===== src/rtl/stream_select_mux_pkg.sv =====
// Shared constants and helpers for the stream select multiplexer.
// Optional packet lock is enabled with STREAM_SELECT_MUX_PKT_LOCK_EN.
package stream_select_mux_pkg;

    localparam logic MODE_FIXED = 1'b0;
    localparam logic MODE_RR    = 1'b1;

    // Channel index reached by stepping 'off' places past 'base', wrapping at n.
    function automatic int wrap_idx(input int base, input int off, input int n);
        int s;
        s = base + off;
        return (s >= n) ? s - n : s;
    endfunction

endpackage


===== src/rtl/rr_arbiter.sv =====
// Round-robin arbiter: searches from the pointer upward with wrap and
// owns the pointer, which moves just past the granted channel on advance.
module rr_arbiter
    import stream_select_mux_pkg::*;
#(
    parameter  int CHANNELS = 4,
    localparam int SEL_W    = $clog2(CHANNELS)
) (
    input  logic                clk,
    input  logic                rst,
    input  logic [CHANNELS-1:0] req,
    input  logic                advance,
    output logic [SEL_W-1:0]    grant_idx,
    output logic                grant_valid
);

    logic [SEL_W-1:0] ptr_q, ptr_d;

    // Walk from the farthest offset down so the nearest requester wins.
    always_comb begin
        grant_idx   = '0;
        grant_valid = 1'b0;
        for (int i = CHANNELS - 1; i >= 0; i--) begin
            if (req[wrap_idx(int'(ptr_q), i, CHANNELS)]) begin
                grant_idx   = SEL_W'(wrap_idx(int'(ptr_q), i, CHANNELS));
                grant_valid = 1'b1;
            end
        end
    end

    always_comb begin
        ptr_d = ptr_q;
        if (advance && grant_valid)
            ptr_d = (int'(grant_idx) == CHANNELS - 1) ? '0 : grant_idx + SEL_W'(1);
    end

    always_ff @(posedge clk) begin
        if (rst) ptr_q <= '0;
        else     ptr_q <= ptr_d;
    end

endmodule


===== src/rtl/stream_select_mux.sv =====
// N-channel valid/ready stream mux with fixed-select or round-robin grant
// and one registered output stage. STREAM_SELECT_MUX_PKT_LOCK_EN adds packet lock.
module stream_select_mux
    import stream_select_mux_pkg::*;
#(
    parameter  int WIDTH    = 16,
    parameter  int CHANNELS = 4,
    localparam int SEL_W    = $clog2(CHANNELS)
) (
    input  logic                      clk,
    input  logic                      rst,
    input  logic                      mode,
    input  logic [SEL_W-1:0]          sel,
    input  logic [CHANNELS*WIDTH-1:0] in_data,
    input  logic [CHANNELS-1:0]       in_valid,
    output logic [CHANNELS-1:0]       in_ready,
    output logic [WIDTH-1:0]          out_data,
    output logic                      out_valid,
    input  logic                      out_ready,
    output logic [SEL_W-1:0]          out_chan
`ifdef STREAM_SELECT_MUX_PKT_LOCK_EN
    ,
    input  logic [CHANNELS-1:0]       in_last,
    output logic                      out_last
`endif
);

    logic [WIDTH-1:0]    out_data_q, out_data_d;
    logic                out_valid_q, out_valid_d;
    logic [SEL_W-1:0]    out_chan_q, out_chan_d;
    logic                load, accept, grant_valid, fixed_ok;
    logic                rr_valid, rr_advance;
    logic [SEL_W-1:0]    g, rr_idx;
    logic [CHANNELS-1:0] rr_req;

`ifdef STREAM_SELECT_MUX_PKT_LOCK_EN
    logic                lock_q, lock_d;
    logic [SEL_W-1:0]    lock_chan_q, lock_chan_d;
    logic                out_last_q, out_last_d;
`endif

    rr_arbiter #(.CHANNELS(CHANNELS)) u_arb (
        .clk         (clk),
        .rst         (rst),
        .req         (rr_req),
        .advance     (rr_advance),
        .grant_idx   (rr_idx),
        .grant_valid (rr_valid)
    );

    // Grant selection. Fixed mode looks only at in_valid[sel], so ready
    // never depends on the other channels.
    always_comb begin
        load     = !out_valid_q || out_ready;
        rr_req   = in_valid;
        fixed_ok = (int'(sel) < CHANNELS) && in_valid[sel];
        g           = sel;
        grant_valid = fixed_ok;
        if (mode == MODE_RR) begin
            g           = rr_idx;
            grant_valid = rr_valid;
        end
`ifdef STREAM_SELECT_MUX_PKT_LOCK_EN
        // Masking the arbiter to the locked channel keeps its grant index
        // equal to that channel, so the release advance lands just past it.
        if (lock_q) begin
            rr_req      = in_valid & (CHANNELS'(1) << lock_chan_q);
            g           = lock_chan_q;
            grant_valid = in_valid[lock_chan_q];
        end
`endif
        accept   = !rst && load && grant_valid;
        in_ready = '0;
        if (accept) in_ready[g] = 1'b1;
        rr_advance = accept && (mode == MODE_RR);
`ifdef STREAM_SELECT_MUX_PKT_LOCK_EN
        rr_advance = rr_advance && in_last[g];
`endif
    end

    always_comb begin
        out_valid_d = accept || (out_valid_q && !out_ready);
        out_data_d  = out_data_q;
        out_chan_d  = out_chan_q;
        if (accept) begin
            out_data_d = in_data[int'(g)*WIDTH +: WIDTH];
            out_chan_d = g;
        end
    end

`ifdef STREAM_SELECT_MUX_PKT_LOCK_EN
    always_comb begin
        lock_d      = lock_q;
        lock_chan_d = lock_chan_q;
        out_last_d  = out_last_q;
        if (accept) begin
            lock_d      = !in_last[g];
            lock_chan_d = g;
            out_last_d  = in_last[g];
        end
    end

    always_ff @(posedge clk) begin
        if (rst) begin
            lock_q      <= 1'b0;
            lock_chan_q <= '0;
            out_last_q  <= 1'b0;
        end else begin
            lock_q      <= lock_d;
            lock_chan_q <= lock_chan_d;
            out_last_q  <= out_last_d;
        end
    end

    assign out_last = out_last_q;
`endif

    always_ff @(posedge clk) begin
        if (rst) begin
            out_valid_q <= 1'b0;
            out_data_q  <= '0;
            out_chan_q  <= '0;
        end else begin
            out_valid_q <= out_valid_d;
            out_data_q  <= out_data_d;
            out_chan_q  <= out_chan_d;
        end
    end

    assign out_valid = out_valid_q;
    assign out_data  = out_data_q;
    assign out_chan  = out_chan_q;

endmodule


===== config.mk =====
export PLATFORM = sky130hd
export DESIGN_NAME = stream_select_mux
export DESIGN_NICKNAME = d
export VERILOG_FILES = /design/src/rtl/stream_select_mux_pkg.sv /design/src/rtl/rr_arbiter.sv /design/src/rtl/stream_select_mux.sv
export SDC_FILE = /design/constraint.sdc
export NUM_CORES = 1
export LEC_CHECK = 0
export CAP_MARGIN = 25
export CORE_AREA = 2 2 72 74
export DETAILED_ROUTE_END_ITERATION = 16
export DIE_AREA = 0 0 74 76
export DONT_BUFFER_PORTS = 1
export GPL_TIMING_DRIVEN = 0
export SETUP_SLACK_MARGIN = 0.3
export SYNTH_ARGS = -nofsm -noshare
export SYNTH_HDL_FRONTEND = slang
export SYNTH_SLANG_ARGS = --single-unit

===== constraint.sdc =====
create_clock -name clk -period 2.95 [get_ports clk]
set_input_delay 0.4425 -clock clk [delete_from_list [all_inputs] [get_ports clk]]
set_output_delay 0.4425 -clock clk [all_outputs]
set_load 0.03 [all_outputs]

==> impl_metrics.prom, run 1 <==
# TYPE chip_impl_metric gauge
chip_impl_metric{name="fp.coreArea",unit="mm^2"} 0.00491
chip_impl_metric{name="io_pins",unit=""} 97
chip_impl_metric{name="max-vdd-ir-drop",unit="mV"} 0.212
chip_impl_metric{name="number_of_enable_type_register_cells_in_the_synthesized_netlist",unit=""} 0
chip_impl_metric{name="clkLatencyLatePin",unit="ns"} 0.27
chip_impl_metric{name="fraction_of_final_layout_cells_sized_beyond_drive_strength_1",unit="%"} 17.2
chip_impl_metric{name="synth-seq-cells",unit=""} 21
chip_impl_metric{name="dieWidth",unit="um"} 74
chip_impl_metric{name="global_route.usage.total",unit="%"} 27.8
chip_impl_metric{name="syn_inst",unit=""} 286
chip_impl_metric{name="cp.arrival",unit="ns"} 2.10
chip_impl_metric{name="layout.nets",unit=""} 366
chip_impl_metric{name="placedInstanceArea",unit="mm^2"} 0.00242
chip_impl_metric{name="mappedNetlistArea",unit="mm^2"} 0.00233
chip_impl_info{name="synth_most_common_cell",value="sky130_fd_sc_hd__o21a_1"} 1
chip_impl_metric{name="dr.first_iter.drc_count",unit=""} 155
chip_impl_metric{name="slew_violations",unit=""} 0
chip_impl_metric{name="gp_congestion",unit=""} 0.788
chip_impl_metric{name="finalWirelength",unit="um"} 7750
chip_impl_metric{name="drt_pre_antenna_iters",unit=""} 4
chip_impl_metric{name="post-route-cell-area",unit="mm^2"} 0.00249
chip_impl_metric{name="final_core_utilization",unit="%"} 50.7
chip_impl_metric{name="postCtsHoldBufs",unit=""} 0
chip_impl_metric{name="floorplan.rows",unit=""} 26
chip_impl_info{name="ys_top_cells_by_area",value="sky130_fd_sc_hd__dfxtp_1 18%, sky130_fd_sc_hd__o21a_1 11%, sky130_fd_sc_hd__mux2i_1 7.3%"} 1
chip_impl_metric{name="drtAntennaViolNets",unit=""} 0
chip_impl_info{name="grt_setup_unrepaired",value="false"} 1
chip_impl_info{name="synth_ff_type",value="sky130_fd_sc_hd__dfxtp_1"} 1
chip_impl_metric{name="clock-sinks",unit=""} 21
chip_impl_metric{name="grt_pass1_vias",unit=""} 2420
chip_impl_metric{name="buffer_ports.inserted",unit=""} 0
chip_impl_metric{name="synth_cell_type_count",unit=""} 43
chip_impl_metric{name="post-route-min-period",unit="ns"} 2.54
chip_impl_info{name="cts_tree",value="built"} 1
chip_impl_metric{name="design_power_total",unit="mW"} 0.994
chip_impl_metric{name="cellPowerDensity",unit="mW/mm^2"} 399
chip_impl_metric{name="die-area",unit="mm^2"} 0.00562
chip_impl_metric{name="place_hpwl",unit="um"} 5730
chip_impl_metric{name="max-clock-path-buffers",unit=""} 2
chip_impl_metric{name="tightest_slew",unit="ns"} 0.779
chip_impl_metric{name="avgRoutedWirePerCell",unit="um"} 21.5
chip_impl_metric{name="maxCapViolations",unit=""} 0
chip_impl_metric{name="grt_max_degree",unit=""} 14
chip_impl_metric{name="clock.fmax",unit="MHz"} 393
chip_impl_metric{name="route.vias.total",unit=""} 2401
chip_impl_metric{name="post-synth-top-area-fraction",unit="%"} 18.0
chip_impl_info{name="cell_accounting_for_the_most_synthesized_area",value="sky130_fd_sc_hd__dfxtp_1"} 1
chip_impl_metric{name="detail_route.vias_per_cell",unit=""} 6.65
chip_impl_metric{name="cts.htree.levels",unit=""} 1
chip_impl_info{name="critPathLaunchType",value="flop"} 1
chip_impl_metric{name="grt_antenna_before_repair",unit=""} 0
chip_impl_metric{name="finalHoldViolCount",unit=""} 0
chip_impl_info{name="min_path_type",value="input pin to flop"} 1
chip_impl_info{name="timing_worst_setup_path_type",value="flop to output pin"} 1
chip_impl_metric{name="synth.avg_cell_area",unit="um^2"} 8.15
chip_impl_metric{name="cts_made_buffers",unit=""} 3
chip_impl_metric{name="synth_fp_nets",unit=""} 360
chip_impl_metric{name="worst_ep_required_time",unit="ns"} 2.51
chip_impl_metric{name="antennaDiodeCount",unit=""} 0
chip_impl_metric{name="die_height",unit="um"} 76
chip_impl_metric{name="power_leakage",unit="nW"} 0.935
chip_impl_metric{name="drt_drc_violations_left",unit=""} 0
chip_impl_info{name="outcome",value="finished, final reports clean"} 1
chip_impl_metric{name="n_fill_cell",unit=""} 512
chip_impl_metric{name="setup_tns",unit="ns"} 0
chip_impl_metric{name="synth.yosys.warnings",unit=""} 0
chip_impl_metric{name="hold_ws",unit="ns"} 0.223
chip_impl_metric{name="clk_pin_slew",unit="ns"} 0.09
chip_impl_metric{name="finalCritPeriodShare",unit="%"} 86.2
chip_impl_metric{name="async_flop_share",unit="%"} 0
chip_impl_metric{name="maxSlewHeadroom",unit="%"} 46.6
chip_impl_info{name="crit_path_end_kind",value="output pin"} 1
chip_impl_metric{name="remaining_global_route_overflow",unit=""} 0
chip_impl_metric{name="final-setup-viol-count",unit=""} 0
chip_impl_metric{name="worst-path-max-fanout",unit=""} 10
chip_impl_metric{name="wire_length_of_the_first_global_routing_pass",unit="um"} 12300
chip_impl_info{name="post_synth_most_frequent_cells",value="33 x sky130_fd_sc_hd__o21a_1, 21 x sky130_fd_sc_hd__dfxtp_1, 19 x sky130_fd_sc_hd__nand2_1"} 1
chip_impl_metric{name="sequential_to_total_area_share_from_yosys_stat",unit="%"} 18.0
chip_impl_metric{name="initial_core_util",unit="%"} 47.5
chip_impl_metric{name="synthToLayoutAreaGrowth",unit="%"} 6.81
chip_impl_info{name="ctsRootBufferMaster",value="sky130_fd_sc_hd__clkbuf_8"} 1
chip_impl_metric{name="fin_worst_skew",unit="ns"} 0.00197
[through the flow]
stage               setup WS (ns)  cells
global placement            0.318    356
CTS                         0.256    360
global route                0.307    361
detailed placement          0.337    356
floorplan                   0.703    286
finish                      0.408    361
[worst max-delay path, stage by stage, from the launching register on]
cell                      delay, ns
sky130_fd_sc_hd__dfxtp_1       0.36
sky130_fd_sc_hd__and2b_1       0.23
sky130_fd_sc_hd__nor4_4        0.34
sky130_fd_sc_hd__buf_4         0.25
sky130_fd_sc_hd__or2_2         0.18
sky130_fd_sc_hd__a32oi_1       0.13
sky130_fd_sc_hd__nor2_2        0.34
[layout by cell type, fill, tap and decap left out, types with 13 or more instances in the layout]
cell                         n
sky130_fd_sc_hd__o21a_1     33
sky130_fd_sc_hd__o2bb2ai_1  16
sky130_fd_sc_hd__nand2_1    19
sky130_fd_sc_hd__dfxtp_1    21
sky130_fd_sc_hd__nor3_1     18
sky130_fd_sc_hd__buf_2      13
sky130_fd_sc_hd__a21o_1     16
sky130_fd_sc_hd__nor3b_1    16
sky130_fd_sc_hd__mux2i_1    17
sky130_fd_sc_hd__o21ai_0    16
[per-layer routing]
| metal | global-route usage, % | routed length [um] | vias up |
|---|---|---|---|
| met3 | 8.07 | 805 | 11 |
| met2 | 43.4 | 3570 | 93 |
| met5 | 0 | 0 | - |
| met1 | 36.8 | 3240 | 1158 |
| li1 | - | - | 1139 |
| met4 | 8.00 | 137 | 0 |
[state kept, by name, indices dropped and copies added (netlist names)]
name and cells:
out_chan 2, out_data 16, out_valid 1, u_arb.ptr_q 2
[final cells by class]
| class | instances | area, um^2 | area share [%] |
|---|---|---|---|
| multi-input combinational | 233 | 1760 | 70.6 |
| sequential | 21 | 420 | 16.9 |
| buffer | 30 | 161 | 6.48 |
| tap | 70 | 87.6 | 3.52 |
| clock buffer | 3 | 41.3 | 1.66 |
| clock inverter | 1 | 7.51 | 0.301 |
| timing repair buffer | 1 | 7.51 | 0.301 |
| inverter | 2 | 7.51 | 0.301 |
[path summary, 6_finish.rpt]
check / startpoint / end / slack, ns / cells after the start
hold / removal: rst / out_valid / 0.22 / 1
hold reg to reg: u_arb.ptr_q[0] / u_arb.ptr_q[0] / 0.52 / 2
setup reg to reg: u_arb.ptr_q[0] / out_data[12] / 0.75 / 6
setup / recovery: u_arb.ptr_q[0] / in_ready[3] / 0.41 / 6
[report_power, final]
group          leakage (nW)  switching (mW)  internal [mW]
Sequential            0.174          0.0933          0.320
Combinational         0.739           0.212          0.156
Clock                0.0217           0.117         0.0959
Total                 0.935           0.422          0.572
[kinds of logic after synthesis]
group                  after synthesis  synth area share (%)
flip-flops                          21                  18.0
XOR/XNOR                             1                 0.376
multiplexers                        18                  7.78
AO/OA/AOI/OAI                      132                  46.8
buffers and inverters               32                  7.03
AND/OR/NAND/NOR                     82                  20.0
[what timing repair did]
action	4_1_cts	5_1_grt
setup endpoints to repair	4	4
endpoints found under the hold margin	0	0
pin swaps	0	2
gates resized for setup	2	8
buffers inserted	0	1
No activity file was read; power rests on OpenSTA's default activity.
==> inputs of run 2 (changes only) <==
--- a/config.mk
+++ b/config.mk
@@ -11,7 +11,9 @@
 export DIE_AREA = 0 0 74 76
 export DONT_BUFFER_PORTS = 1
 export GPL_TIMING_DRIVEN = 0
+export MAX_ROUTING_LAYER = met4
 export SETUP_SLACK_MARGIN = 0.3
 export SYNTH_ARGS = -nofsm -noshare
 export SYNTH_HDL_FRONTEND = slang
 export SYNTH_SLANG_ARGS = --single-unit
+export TNS_END_PERCENT = 100
==> impl_metrics.prom, run 2 (synthesized netlist as in run 1, its figures left out) <==
# TYPE chip_impl_metric gauge
chip_impl_metric{name="maxCapViolations",unit=""} 0
chip_impl_metric{name="antennaDiodeCount",unit=""} 0
chip_impl_info{name="timing_worst_setup_path_type",value="flop to output pin"} 1
chip_impl_metric{name="fin_worst_skew",unit="ns"} 0.00250
chip_impl_metric{name="cellPowerDensity",unit="mW/mm^2"} 400
chip_impl_metric{name="final-setup-viol-count",unit=""} 0
chip_impl_metric{name="dp_worst_setup_slack",unit="ns"} 0.337
chip_impl_metric{name="r2r_cells",unit=""} 6
chip_impl_info{name="min_path_type",value="input pin to flop"} 1
chip_impl_metric{name="wire_length_of_the_first_global_routing_pass",unit="um"} 12200
chip_impl_metric{name="cp.arrival",unit="ns"} 2.10
chip_impl_metric{name="postCtsHoldBufs",unit=""} 0
chip_impl_metric{name="switching_share",unit="%"} 42.5
chip_impl_metric{name="postLayoutSetupSlackWorst",unit="ns"} 0.405
chip_impl_metric{name="finalHoldViolCount",unit=""} 0
chip_impl_metric{name="io_pins",unit=""} 97
chip_impl_metric{name="max_ffs_per_register",unit=""} 16
chip_impl_info{name="cp-startpoint",value="u_arb.ptr_q[0]"} 1
chip_impl_metric{name="drt_pre_antenna_iters",unit=""} 4
chip_impl_metric{name="layout.nets",unit=""} 365
chip_impl_metric{name="buffer_ports.inserted",unit=""} 0
chip_impl_info{name="crit_chain",value="and2b_1, nor4_4, buf_4, or2_2, a32oi_1, nor2_2"} 1
chip_impl_info{name="most-common-layout-cells",value="33 x sky130_fd_sc_hd__o21a_1, 21 x sky130_fd_sc_hd__dfxtp_1, 19 x sky130_fd_sc_hd__nand2_1"} 1
chip_impl_metric{name="power_report.internal_total",unit="mW"} 0.571
chip_impl_metric{name="finalCritPeriodShare",unit="%"} 86.3
chip_impl_info{name="crit_path_end_kind",value="output pin"} 1
chip_impl_metric{name="drtAntennaViolNets",unit=""} 0
chip_impl_metric{name="met2_wirelength",unit="um"} 3590
chip_impl_metric{name="detail_route.vias_per_cell",unit=""} 6.71
chip_impl_metric{name="die-area",unit="mm^2"} 0.00562
chip_impl_info{name="endpoint_of_the_worst_hold_path",value="out_valid"} 1
chip_impl_metric{name="switching_power",unit="mW"} 0.422
chip_impl_info{name="timing.critical_path.max_delay_family",value="simple AND/OR/NAND/NOR gates"} 1
chip_impl_metric{name="finalWirelength",unit="um"} 7760
chip_impl_info{name="critPathLaunchType",value="flop"} 1
chip_impl_metric{name="max-clock-path-buffers",unit=""} 2
chip_impl_metric{name="critPathMaxStageDelay",unit="ns"} 0.36
chip_impl_metric{name="clock-sinks",unit=""} 21
chip_impl_metric{name="remaining_global_route_overflow",unit=""} 0
chip_impl_metric{name="clock.fmax",unit="MHz"} 393
chip_impl_metric{name="critical_path.n_buffers_inverters",unit=""} 1
chip_impl_info{name="critical_path.reg2reg.endpoint",value="out_data[12]"} 1
chip_impl_metric{name="fraction_of_final_layout_cells_sized_beyond_drive_strength_1",unit="%"} 16.9
chip_impl_metric{name="route.met3.wl",unit="um"} 745
chip_impl_info{name="cts_tree",value="built"} 1
chip_impl_metric{name="clkLatencyLatePin",unit="ns"} 0.27
chip_impl_metric{name="final_core_utilization",unit="%"} 50.6
chip_impl_metric{name="post-route-min-period",unit="ns"} 2.55
chip_impl_metric{name="dr.first_iter.drc_count",unit=""} 141
chip_impl_metric{name="worst_ep_required_time",unit="ns"} 2.51
chip_impl_metric{name="placedInstanceArea",unit="mm^2"} 0.00242
chip_impl_metric{name="synthToLayoutAreaGrowth",unit="%"} 6.49
chip_impl_metric{name="clk_pin_slew",unit="ns"} 0.09
chip_impl_metric{name="clock_power_share",unit="%"} 21.5
chip_impl_metric{name="design_power_total",unit="mW"} 0.993
chip_impl_metric{name="max-vdd-ir-drop",unit="mV"} 0.212
chip_impl_metric{name="drt_drc_violations_left",unit=""} 0
chip_impl_info{name="outcome",value="finished, final reports clean"} 1
chip_impl_info{name="ctsRootBufferMaster",value="sky130_fd_sc_hd__clkbuf_8"} 1
chip_impl_metric{name="met1Wirelength",unit="um"} 3290
chip_impl_metric{name="cts.htree.levels",unit=""} 1
chip_impl_metric{name="tightest_slew",unit="ns"} 0.792
chip_impl_metric{name="setup_tns",unit="ns"} 0
chip_impl_info{name="routed.top_layer",value="met4"} 1
chip_impl_metric{name="place_hpwl",unit="um"} 5730
chip_impl_info{name="grt_setup_unrepaired",value="false"} 1
chip_impl_metric{name="floorplan.rows",unit=""} 26
chip_impl_metric{name="fp.coreArea",unit="mm^2"} 0.00491
chip_impl_metric{name="initial_core_util",unit="%"} 47.5
chip_impl_metric{name="power_frac_comb",unit="%"} 37.0
chip_impl_metric{name="power_leakage",unit="nW"} 0.929
chip_impl_metric{name="global_route.usage.total",unit="%"} 28.5
chip_impl_info{name="critical-path-slowest-cell",value="sky130_fd_sc_hd__dfxtp_1"} 1
chip_impl_info{name="startpoint_of_the_lowest_slack_register_to_register_path",value="u_arb.ptr_q[0]"} 1
chip_impl_metric{name="cts_made_buffers",unit=""} 3
chip_impl_info{name="holdCritStartpoint",value="rst"} 1
chip_impl_metric{name="route.vias.total",unit=""} 2417
chip_impl_metric{name="avgRoutedWirePerCell",unit="um"} 21.6
chip_impl_metric{name="die_height",unit="um"} 76
chip_impl_metric{name="gp_congestion",unit=""} 0.799
chip_impl_metric{name="slew_violations",unit=""} 0
chip_impl_metric{name="grt_max_degree",unit=""} 14
chip_impl_metric{name="grt_antenna_before_repair",unit=""} 0
chip_impl_metric{name="dieWidth",unit="um"} 74
chip_impl_metric{name="seqPwrFrac",unit="%"} 41.6
chip_impl_metric{name="maxSlewHeadroom",unit="%"} 45.7
chip_impl_metric{name="hold-path-cell-count",unit=""} 1
chip_impl_info{name="layout_commonest_cell",value="sky130_fd_sc_hd__o21a_1"} 1
chip_impl_metric{name="grt_pass1_vias",unit=""} 2426
chip_impl_metric{name="worst-r2r-setup-slack",unit="ns"} 0.75
chip_impl_metric{name="worst-path-max-fanout",unit=""} 10
chip_impl_metric{name="post-route-cell-area",unit="mm^2"} 0.00248
## run 2: repair_timing
action | 4_1_cts | 5_1_grt
pin swaps | 0 | 2
buffers inserted | 0 | 0
gates cloned | 0 | 0
gates resized for setup | 2 | 8
setup endpoints to repair | 4 | 4
## run 2: how the worst max path moves through the flow
| stage | end | cells after the start |
|---|---|---|
| 2_1_floorplan | in_ready[2] | 6 |
| 3_3_place_gp | in_ready[2] | 6 |
| 3_5_place_dp | in_ready[2] | 6 |
| 4_1_cts | in_ready[2] | 5 |
| 5_1_grt | in_ready[3] | 6 |
| 6_report | in_ready[3] | 6 |
## run 2: area by class of cell
cell class / count / area (um^2)
fill: 512 / 2430
multi-input combinational: 233 / 1760
sequential: 21 / 420
buffer: 30 / 161
tap: 70 / 87.6
clock buffer: 3 / 41.3
clock inverter: 1 / 7.51
inverter: 2 / 7.51
## run 2: routing by layer
| layer | vias up | global-route usage [%] |
|---|---|---|
| li1 | 1134 | - |
| met1 | 1170 | 37.2 |
| met2 | 103 | 43.7 |
| met3 | 10 | 6.61 |
| met4 | 0 | 8.00 |
| met5 | - | - |
## run 2: power groups by stage
| stage | combinational (mW) | clock (mW) | sequential (mW) |
|---|---|---|---|
| floorplan | 0.290 | 0 | 0.411 |
| global placement | 0.357 | 0 | 0.419 |
| detailed placement | 0.362 | 0 | 0.419 |
| CTS | 0.364 | 0.212 | 0.413 |
| global route | 0.404 | 0.221 | 0.418 |
| finish | 0.367 | 0.213 | 0.413 |
## run 2: stage by stage
stage               instances  hold WS [ns]
floorplan                 286         0.477
global placement          356         0.506
detailed placement        356         0.515
CTS                       360         0.227
global route              360         0.223
finish                    360         0.225
==> inputs of run 3 (changes only) <==
--- a/config.mk
+++ b/config.mk
@@ -6,14 +6,15 @@
 export NUM_CORES = 1
 export LEC_CHECK = 0
 export CAP_MARGIN = 25
-export CORE_AREA = 2 2 72 74
+export CORE_AREA = 2 2 60 62
 export DETAILED_ROUTE_END_ITERATION = 16
-export DIE_AREA = 0 0 74 76
+export DIE_AREA = 0 0 62 64
 export DONT_BUFFER_PORTS = 1
 export GPL_TIMING_DRIVEN = 0
 export MAX_ROUTING_LAYER = met4
 export SETUP_SLACK_MARGIN = 0.3
 export SYNTH_ARGS = -nofsm -noshare
 export SYNTH_HDL_FRONTEND = slang
+export SYNTH_HIERARCHICAL = 1
 export SYNTH_SLANG_ARGS = --single-unit
 export TNS_END_PERCENT = 100
==> impl_metrics.prom, run 3 <==
# TYPE chip_impl_metric gauge
chip_impl_metric{name="power_leakage",unit="nW"} 0.819
chip_impl_info{name="timing_worst_setup_path_type",value="flop to output pin"} 1
chip_impl_metric{name="synth.yosys.warnings",unit=""} 6
chip_impl_metric{name="power_report.internal_total",unit="mW"} 0.516
chip_impl_info{name="critical-path-slowest-cell",value="sky130_fd_sc_hd__dfxtp_1"} 1
chip_impl_metric{name="clock.fmax",unit="MHz"} 402
chip_impl_metric{name="synth-seq-cells",unit=""} 21
chip_impl_metric{name="io_pins",unit=""} 97
chip_impl_metric{name="fp.coreArea",unit="mm^2"} 0.00328
chip_impl_metric{name="fraction_of_final_layout_cells_sized_beyond_drive_strength_1",unit="%"} 24.7
chip_impl_metric{name="syn_inst",unit=""} 155
chip_impl_metric{name="design_power_total",unit="mW"} 0.831
chip_impl_info{name="timing.critical_path.max_delay_family",value="compound AO/OA/AOI/OAI gates"} 1
chip_impl_metric{name="finalWirelength",unit="um"} 3570
chip_impl_metric{name="place_hpwl",unit="um"} 2680
chip_impl_metric{name="synth.avg_cell_area",unit="um^2"} 10.2
chip_impl_metric{name="async_flop_share",unit="%"} 0
chip_impl_metric{name="global_route.usage.total",unit="%"} 18.7
chip_impl_info{name="layout_commonest_cell",value="sky130_fd_sc_hd__mux2i_1"} 1
chip_impl_metric{name="fin_worst_skew",unit="ns"} 0.00355
chip_impl_metric{name="worst_ep_required_time",unit="ns"} 2.51
chip_impl_metric{name="buffer_ports.inserted",unit=""} 0
chip_impl_info{name="crit_chain",value="inv_2, a221o_1, a21oi_4, mux2i_2, clkbuf_4, nor3_4"} 1
chip_impl_metric{name="avgRoutedWirePerCell",unit="um"} 17.1
chip_impl_metric{name="initial_core_util",unit="%"} 48.1
chip_impl_info{name="min_path_type",value="input pin to flop"} 1
chip_impl_info{name="cell_accounting_for_the_most_synthesized_area",value="sky130_fd_sc_hd__mux2i_1"} 1
chip_impl_metric{name="grt_max_degree",unit=""} 12
chip_impl_metric{name="finalCritPeriodShare",unit="%"} 84.3
chip_impl_metric{name="tightest_slew",unit="ns"} 0.533
chip_impl_metric{name="slew_violations",unit=""} 0
chip_impl_info{name="critPathLaunchType",value="flop"} 1
chip_impl_metric{name="clock_power_share",unit="%"} 18.1
chip_impl_metric{name="critPathMaxStageDelay",unit="ns"} 0.41
chip_impl_metric{name="switching_share",unit="%"} 37.9
chip_impl_metric{name="cts.htree.levels",unit=""} 1
chip_impl_metric{name="n_fill_cell",unit=""} 301
chip_impl_metric{name="synthToLayoutAreaGrowth",unit="%"} 8.95
chip_impl_metric{name="postCtsHoldBufs",unit=""} 0
chip_impl_metric{name="gp_congestion",unit=""} 0.742
chip_impl_metric{name="critical_path.n_buffers_inverters",unit=""} 2
chip_impl_metric{name="max-vdd-ir-drop",unit="mV"} 0.252
chip_impl_metric{name="switching_power",unit="mW"} 0.315
chip_impl_metric{name="setup_tns",unit="ns"} 0
chip_impl_metric{name="number_of_enable_type_register_cells_in_the_synthesized_netlist",unit=""} 0
chip_impl_metric{name="cp.arrival",unit="ns"} 2.04
chip_impl_metric{name="clk_pin_slew",unit="ns"} 0.13
chip_impl_metric{name="final-setup-viol-count",unit=""} 0
chip_impl_info{name="synth_ff_type",value="sky130_fd_sc_hd__dfxtp_1"} 1
chip_impl_metric{name="cellPowerDensity",unit="mW/mm^2"} 482
chip_impl_metric{name="grt_antenna_before_repair",unit=""} 0
chip_impl_metric{name="finalHoldViolCount",unit=""} 0
chip_impl_metric{name="layout.nets",unit=""} 237
chip_impl_metric{name="power_frac_comb",unit="%"} 31.2
chip_impl_metric{name="mappedNetlistArea",unit="mm^2"} 0.00158
chip_impl_metric{name="route.vias.total",unit=""} 1182
chip_impl_info{name="post_synth_most_frequent_cells",value="52 x sky130_fd_sc_hd__mux2i_1, 21 x sky130_fd_sc_hd__dfxtp_1, 18 x sky130_fd_sc_hd__nand2b_1"} 1
chip_impl_metric{name="max_ffs_per_register",unit=""} 16
chip_impl_metric{name="synth_fp_nets",unit=""} 229
chip_impl_metric{name="worst-path-max-fanout",unit=""} 10
chip_impl_metric{name="dr.first_iter.drc_count",unit=""} 44
chip_impl_metric{name="sequential_to_total_area_share_from_yosys_stat",unit="%"} 26.6
chip_impl_metric{name="synth_cell_type_count",unit=""} 31
chip_impl_metric{name="drt_drc_violations_left",unit=""} 0
chip_impl_info{name="cts_tree",value="built"} 1
chip_impl_metric{name="maxSlewHeadroom",unit="%"} 64.2
chip_impl_metric{name="post-synth-top-area-fraction",unit="%"} 32.9
chip_impl_info{name="crit_path_end_kind",value="output pin"} 1
chip_impl_metric{name="multi_input_area",unit="mm^2"} 0.00107
chip_impl_metric{name="grt_pass1_vias",unit=""} 1193
chip_impl_info{name="ys_top_cells_by_area",value="sky130_fd_sc_hd__mux2i_1 33%, sky130_fd_sc_hd__dfxtp_1 27%, sky130_fd_sc_hd__mux2_2 11%"} 1
chip_impl_metric{name="drt_pre_antenna_iters",unit=""} 4
chip_impl_metric{name="cts_made_buffers",unit=""} 3
chip_impl_metric{name="maxCapViolations",unit=""} 0
chip_impl_info{name="grt_setup_unrepaired",value="false"} 1
chip_impl_info{name="ctsRootBufferMaster",value="sky130_fd_sc_hd__clkbuf_4"} 1
chip_impl_metric{name="regArea",unit="um^2"} 422
chip_impl_metric{name="die-area",unit="mm^2"} 0.00397
chip_impl_metric{name="wire_length_of_the_first_global_routing_pass",unit="um"} 5430
chip_impl_metric{name="die_height",unit="um"} 64
chip_impl_metric{name="dieWidth",unit="um"} 62
chip_impl_info{name="outcome",value="finished, final reports clean"} 1
chip_impl_metric{name="clkLatencyLatePin",unit="ns"} 0.31
chip_impl_metric{name="post-route-min-period",unit="ns"} 2.49
chip_impl_info{name="most-common-layout-cells",value="51 x sky130_fd_sc_hd__mux2i_1, 20 x sky130_fd_sc_hd__dfxtp_1, 18 x sky130_fd_sc_hd__nand2b_1"} 1
chip_impl_info{name="synth_most_common_cell",value="sky130_fd_sc_hd__mux2i_1"} 1
chip_impl_metric{name="floorplan.rows",unit=""} 21
chip_impl_metric{name="max-clock-path-buffers",unit=""} 2
chip_impl_metric{name="seqPwrFrac",unit="%"} 50.7
chip_impl_metric{name="remaining_global_route_overflow",unit=""} 0
chip_impl_metric{name="drtAntennaViolNets",unit=""} 0
chip_impl_metric{name="clock-sinks",unit=""} 21
chip_impl_metric{name="detail_route.vias_per_cell",unit=""} 5.66
[run 3: changes by cell type after synthesis, moves of 13 or more]
cell	change
sky130_fd_sc_hd__a21o_1	-16
sky130_fd_sc_hd__o21ai_0	-14
sky130_fd_sc_hd__buf_2	-13
sky130_fd_sc_hd__o2bb2ai_1	-15
sky130_fd_sc_hd__nand2b_1	+16
sky130_fd_sc_hd__nor3_1	-16
sky130_fd_sc_hd__nand2_1	-18
sky130_fd_sc_hd__mux2_2	+15
sky130_fd_sc_hd__nor3b_1	-15
sky130_fd_sc_hd__mux2i_1	+35
sky130_fd_sc_hd__o21a_1	-33
[run 3: worst paths after layout]
kind / slack [ns] / cells after the start / endpoint / startpoint
max: 0.46 / 6 / in_ready[3] / u_arb/ptr_q[0]
min: 0.17 / 1 / u_arb/ptr_q[1] / rst
max reg2reg: 0.96 / 10 / out_data[14] / u_arb/ptr_q[0]
min reg2reg: 0.56 / 2 / u_arb/ptr_q[0] / u_arb/ptr_q[0]
[run 3: cells by family after synthesis]
group / share of synthesized area [%]
multiplexers: 44.3
XOR/XNOR: 0.554
AND/OR/NAND/NOR: 12.5
flip-flops: 26.6
buffers and inverters: 7.20
AO/OA/AOI/OAI: 8.79
[run 3: final cells by class]
class / count / area share (%)
multi-input combinational: 118 / 62.4
sequential: 21 / 24.5
buffer: 10 / 5.52
tap: 46 / 3.34
clock buffer: 4 / 1.53
timing repair buffer: 3 / 1.31
inverter: 6 / 1.31
antenna: 1 / 0.145
[run 3: stage by stage]
stage               util (%)  hold WS (ns)  instance area, um^2  instances  worst slack, ns
floorplan                  -         0.504                 1580        155            0.453
global placement        49.9         0.508                 1640        201            0.262
global route            52.3         0.154                 1720        208            0.337
CTS                     51.4         0.170                 1690        205            0.352
finish                  52.4         0.165                 1720        209            0.464
detailed placement      49.9         0.510                 1640        201            0.265
[run 3: metal layers]
metal / global-route usage (%) / routed length [um]
met2: 30.6 / 1700
met5: - / 0
met1: 22.5 / 1460
met3: 3.64 / 312
met4: 6.38 / 87
[run 3: power by group through the flow]
stage                     Combinational [mW]  Clock (mW)  Sequential (mW)
final                                  0.259       0.151            0.421
after global routing                   0.287       0.160            0.425
after CTS                              0.255       0.151            0.421
after detailed placement               0.247           0            0.428
after global placement                 0.239           0            0.427
after floorplan                        0.213           0            0.419
[run 3: repair_timing]
| item | in CTS | in global routing |
|---|---|---|
| endpoints found under the setup margin | 4 | 4 |
| cloned | 0 | 0 |
| endpoints found under the hold margin | 0 | 0 |
| pin swaps | 0 | 0 |
| resized for setup | 5 | 4 |
| buffers inserted | 0 | 3 |
